`config.mk`:
```
export PLATFORM = sky130hd
export DESIGN_NAME = uart_msg_scheduler
export DESIGN_NICKNAME = d
export VERILOG_FILES = /design/src/rtl/uart_msg_scheduler.sv
export SDC_FILE = /design/constraint.sdc
export NUM_CORES = 1
export LEC_CHECK = 0
export BUFFER_PORTS_ARGS = -buffer_cell sky130_fd_sc_hd__buf_2
export CORE_MARGIN = 2
export CORE_UTILIZATION = 50
export CTS_CLUSTER_DIAMETER = 60
export DETAILED_ROUTE_END_ITERATION = 8
export PLACE_DENSITY = 0.8
export SLEW_MARGIN = 20
export SYNTH_ARGS = -nofsm -noshare
export SYNTH_HDL_FRONTEND = slang
export SYNTH_SLANG_ARGS = --single-unit
```
`constraint.sdc`:
```
create_clock -name clk -period 4.05 [get_ports clk]
set_clock_uncertainty 0.15 [all_clocks]
set_input_delay 0 -clock clk [delete_from_list [all_inputs] [get_ports clk]]
set_output_delay 0 -clock clk [all_outputs]
set_load 0.01 [all_outputs]
```
`src/rtl/uart_msg_scheduler.sv`:
```
// Round-robin scheduler that streams fixed-size ROM message slots into a shared UART TX FIFO.
// Requests are latched, one slot is granted at a time, and the ROM's one-cycle read latency is covered by FETCH.
module uart_msg_scheduler #(
  parameter int          N_REQ   = 4,
  parameter int          MSG_LEN = 16,
  parameter logic [7:0]  TERM    = 8'h00
) (
  input  logic                                      clk,
  input  logic                                      reset_n,
  input  logic [N_REQ-1:0]                          req,
  input  logic                                      tx_full,
  input  logic [7:0]                                rom_data,
  output logic [$clog2(N_REQ)+$clog2(MSG_LEN)-1:0]  rom_addr,
  output logic                                      wr,
  output logic [7:0]                                w_data,
  output logic                                      busy,
  output logic                                      done_tick,
  output logic [$clog2(N_REQ)-1:0]                  done_id
);

  localparam int GW = $clog2(N_REQ);
  localparam int OW = $clog2(MSG_LEN);
  localparam logic [N_REQ-1:0] ONE_HOT0 = N_REQ'(1);

  typedef enum logic [1:0] {IDLE, FETCH, SEND, DONE} state_t;

  state_t           state_q, state_d;
  logic [N_REQ-1:0] pending_q, pending_d;
  logic [OW-1:0]    offset_q, offset_d;
  logic [GW-1:0]    grant_q, grant_d;
  logic [GW-1:0]    last_grant_q, last_grant_d;
  logic             busy_q, busy_d;
  logic             done_tick_q, done_tick_d;
  logic [GW-1:0]    done_id_q, done_id_d;

  logic             arb_found;
  logic [GW-1:0]    arb_pick;
  int               arb_idx;

  // Round-robin search starting just after the most recently finished slot.
  always_comb begin
    arb_found = 1'b0;
    arb_pick  = '0;
    arb_idx   = 0;
    for (int k = 1; k <= N_REQ; k++) begin
      arb_idx = (int'(last_grant_q) + k) % N_REQ;
      if (!arb_found && pending_q[arb_idx[GW-1:0]]) begin
        arb_found = 1'b1;
        arb_pick  = arb_idx[GW-1:0];
      end
    end
  end

  always_comb begin
    state_d      = state_q;
    pending_d    = pending_q | req;
    offset_d     = offset_q;
    grant_d      = grant_q;
    last_grant_d = last_grant_q;
    case (state_q)
      IDLE: begin
        if (arb_found) begin
          grant_d  = arb_pick;
          offset_d = '0;
          state_d  = FETCH;
        end
      end
      FETCH: state_d = SEND;
      SEND: begin
        if (rom_data == TERM) begin
          state_d = DONE;
        end else if (!tx_full) begin
          if (offset_q == OW'(MSG_LEN - 1)) begin
            state_d = DONE;
          end else begin
            offset_d = offset_q + 1'b1;
            state_d  = FETCH;
          end
        end
      end
      DONE: begin
        // A request arriving in this same cycle re-arms the slot.
        pending_d    = (pending_q & ~(ONE_HOT0 << grant_q)) | req;
        last_grant_d = grant_q;
        state_d      = IDLE;
      end
      default: state_d = IDLE;
    endcase
    busy_d      = (state_d != IDLE);
    done_tick_d = (state_d == DONE);
    done_id_d   = (state_d == DONE) ? grant_q : done_id_q;
  end

  always_ff @(posedge clk or negedge reset_n) begin
    if (!reset_n) begin
      state_q      <= IDLE;
      pending_q    <= '0;
      offset_q     <= '0;
      grant_q      <= '0;
      last_grant_q <= GW'(N_REQ - 1);
      busy_q       <= 1'b0;
      done_tick_q  <= 1'b0;
      done_id_q    <= '0;
    end else begin
      state_q      <= state_d;
      pending_q    <= pending_d;
      offset_q     <= offset_d;
      grant_q      <= grant_d;
      last_grant_q <= last_grant_d;
      busy_q       <= busy_d;
      done_tick_q  <= done_tick_d;
      done_id_q    <= done_id_d;
    end
  end

  assign rom_addr  = {grant_q, offset_q};
  assign wr        = (state_q == SEND) && (rom_data != TERM) && !tx_full;
  assign w_data    = rom_data;
  assign busy      = busy_q;
  assign done_tick = done_tick_q;
  assign done_id   = done_id_q;

endmodule

```
==> impl_results.md <==
- Status: finished clean
- Crit path top cell by count: dlygate4sd3_1
- Die Wd: 48.6 µm
- # setup viols final: 0
- EDFF count, synth: 0
- Main synth FF type: dfrtp_1
- Synth warn: 0
- Most common cell after layout, fill and taps aside: buf_2
- Setup TNS: 0 ps
- Synth async-reset ratio: 1.00
- Min Tclk post-route: 2640 ps
- Sequential area share after synthesis: 0.455
- R2r startpoint: state_q[0]
- Clock share of power: 0.137
- Initial Utilization: 0.518
- TritonCTS clock tree: done
- Final core utilization: 0.649
- Antenna violations before repair: 0
- Critical Path AT: 2670 ps
- Nets@finish: 151
- Clock sinks: 18
- Final ANT Viol Nets: 0
- Startpoint types: input pin
- Worst Reg-to-Reg Cells: 5
- Worst Hold Class: input pin to asynchronous set/reset pin
- Core area: 1920 µm²
- Post-detail-place hpwl: 1500 µm
- Distinct cell type count after synthesis: 33
- Max Cap Viol: 0
- Ports: 34
- Syn-to-layout area delta: 25.4%
- Mapped Nets: 113
- Tightest Pin Transition: 507 ps
- Crit. Startpoint: rom_data[6]
- Routed WL: 2080 µm
- Vias per cell: 5.58
- Worst setup path class: input pin to register
- DR iter-0 viols: 11
- Synth Register Bits: 18
- Grt total ovfl: 0
- ANT cells: 0
- Fmax: 0.379 GHz
- Number of hold violations in the final report: 0
- Worst reg2reg path endpoint: offset_q[0]
- Switch share: 0.387
- Via count: 892
- Crit path to: done_id[0]
- Worst path bufs/invs: 4
- Critical-path top delay cell: dlygate4sd3_1
- Post-cts repair resize count: 0
- Crit path max-delay family: buffers and inverters
- Internal Power: 389 µW
- Synthesized cell area: 995 µm²
- Gate Count Post-Synth: 97
- Critical Path RT: 4080 ps
- Slew Limit Headroom: 0.662
- Psw: 245 µW
- Worst-Skew Late Latency: 290 ps
- Slew Limit Fails: 0
- Worst Setup End Kind: register
- Layout cells sized above 1: 0.331
- Total GRT Usage: 0.196
- Num CTS Buffers: 3
- Htree depth: 1
- Static leakage: 0.588 nW
- Avg Cell Area, Syn: 10.3 µm²
- I/O Buffers: 33
- Combinational share of power: 0.386
- Number of global-route vias before repair: 845
- RSZ-0062 raised after global routing: false
- Wire length per cell: 13.0 µm
- CP max stage delay: 600 ps
- Largest net degree at the start of global routing: 19
- Rows: 16
- First-pass GRT wire length: 3580 µm
- Die Area: 2360 µm²
- PD cells: 508 nW/µm²
- Clk pin slew, worst setup/hold paths: 90 ps
- R2R Setup Slk: 1980 ps
- Root buffer cell: clkbuf_4
- GP Congestion: 0.777
- Peak VDD IR: 240 µV
- Part of the power in registers: 0.477
- CTS Buffer Depth: 2
- Pre-antenna DRT Iters: 4
- Die Y: 48.6 µm
- Cells along the critical path: dlygate4sd3_1 > buf_2 > nor4_4 > dlygate4sd3_1 > nand2_1 > dlygate4sd3_1 > a21oi_2 > mux2_1
- Period utilization: 0.652
- Largest fanout on the critical path: 4
- Most frequent cells in the layout: 33 x buf_2, 16 x dfrtp_1, 13 x nand2_1, 10 x dlygate4sd3_1, 8 x nand2b_1
- Crit. path cell count: 8
- Remaining routing DRC violations: 0
- Fill count: 187
==> power groups by stage <==
stage          clock network (mW)  logic, mW  registers, mW
2_1_floorplan                   0      0.166          0.302
3_3_place_gp                    0      0.231          0.300
3_5_place_dp                    0      0.238          0.306
4_1_cts                    0.0900      0.248          0.302
5_1_grt                     0.101      0.277          0.313
6_report                   0.0866      0.245          0.302
==> routing by layer <==
metal / part of all wire / vias to the layer above / GRT usage
met4: 0.020 / 0 / 0.100
met1: 0.42 / 440 / 0.224
met5: 0 / - / 0
met3: 0.034 / 5 / 0.0309
li1: - / 425 / -
met2: 0.53 / 22 / 0.352
==> worst min path at each step <==
stage                            from      endpoint  slack [ps]  depth (start not counted)
after floorplan               reset_n          busy        -450                          0
after global placement        reset_n  pending_q[1]        -200                          1
after detailed placement      reset_n  pending_q[2]        -200                          1
after CTS                 rom_data[2]    state_q[0]           8                          5
after global routing          reset_n    grant_q[0]          40                          2
final                         reset_n  pending_q[1]          20                          2
==> state kept, by name (all words and copies together) (netlist names) <==
signal and cells:
offset_q 4, pending_q 4, done_id 2, grant_q 2, last_grant_q 2, state_q 2, busy 1, done_tick 1
==> cell usage after synthesis, drive strengths merged (2+ instances only) <==
master	instances	area [µm²]
a211oi	2	15.0
a21o	2	15.0
a21oi	4	23.8
buf	9	65.1
dfrtp	16	400
dfstp	2	52.6
inv	2	7.51
mux2	2	22.5
nand2	13	48.8
nand2b	8	50.1
nand3	5	25.0
nand4b	2	17.5
nor2	2	10.0
nor3	4	20.0
nor4	3	48.8
o21ai	5	25.0
o221ai	3	26.3
o2bb2ai	2	17.5
==> metrics by stage <==
stage               hold WS, ps  power (mW)  std cells  cell area [µm²]  setup slack, ps
floorplan                  -446       0.468         97              995             2330
global placement           -203       0.531        147             1120             2270
detailed placement         -195       0.544        147             1120             2200
CTS                        7.66       0.640        160             1250             1420
global route               44.3       0.690        160             1250             1320
finish                     18.3       0.634        160             1250             1410
==> repair_timing <==
| action | CTS | global route |
|---|---|---|
| buffers inserted | 0 | 0 |
| hold buffers | 10 | 0 |
| hold endpoints to repair | 26 | 0 |
==> layout make-up <==
cell class / count / area, µm² / area share
Multi-Input combinational cell: 67 / 465 / 0.373
Inverter: 2 / 7.51 / 0.00602
Sequential cell: 18 / 453 / 0.363
Timing Repair Buffer: 43 / 265 / 0.213
Clock buffer: 3 / 22.5 / 0.0181
Tap cell: 27 / 33.8 / 0.0271
==> kinds of logic (layout without fill, tap and decap cells) <==
logic type | count (synthesis) | after routing | share of synthesized area
AOI/OAI and AO/OA | 24 | 24 | 0.192
adders and majority gates | 1 | 1 | 0.0126
buffers and inverters | 12 | 48 | 0.0767
DFF | 18 | 18 | 0.455
muxes | 2 | 2 | 0.0226
and+or+nand+nor | 40 | 40 | 0.240
Note: power is estimated with default switching activity, not from simulation.
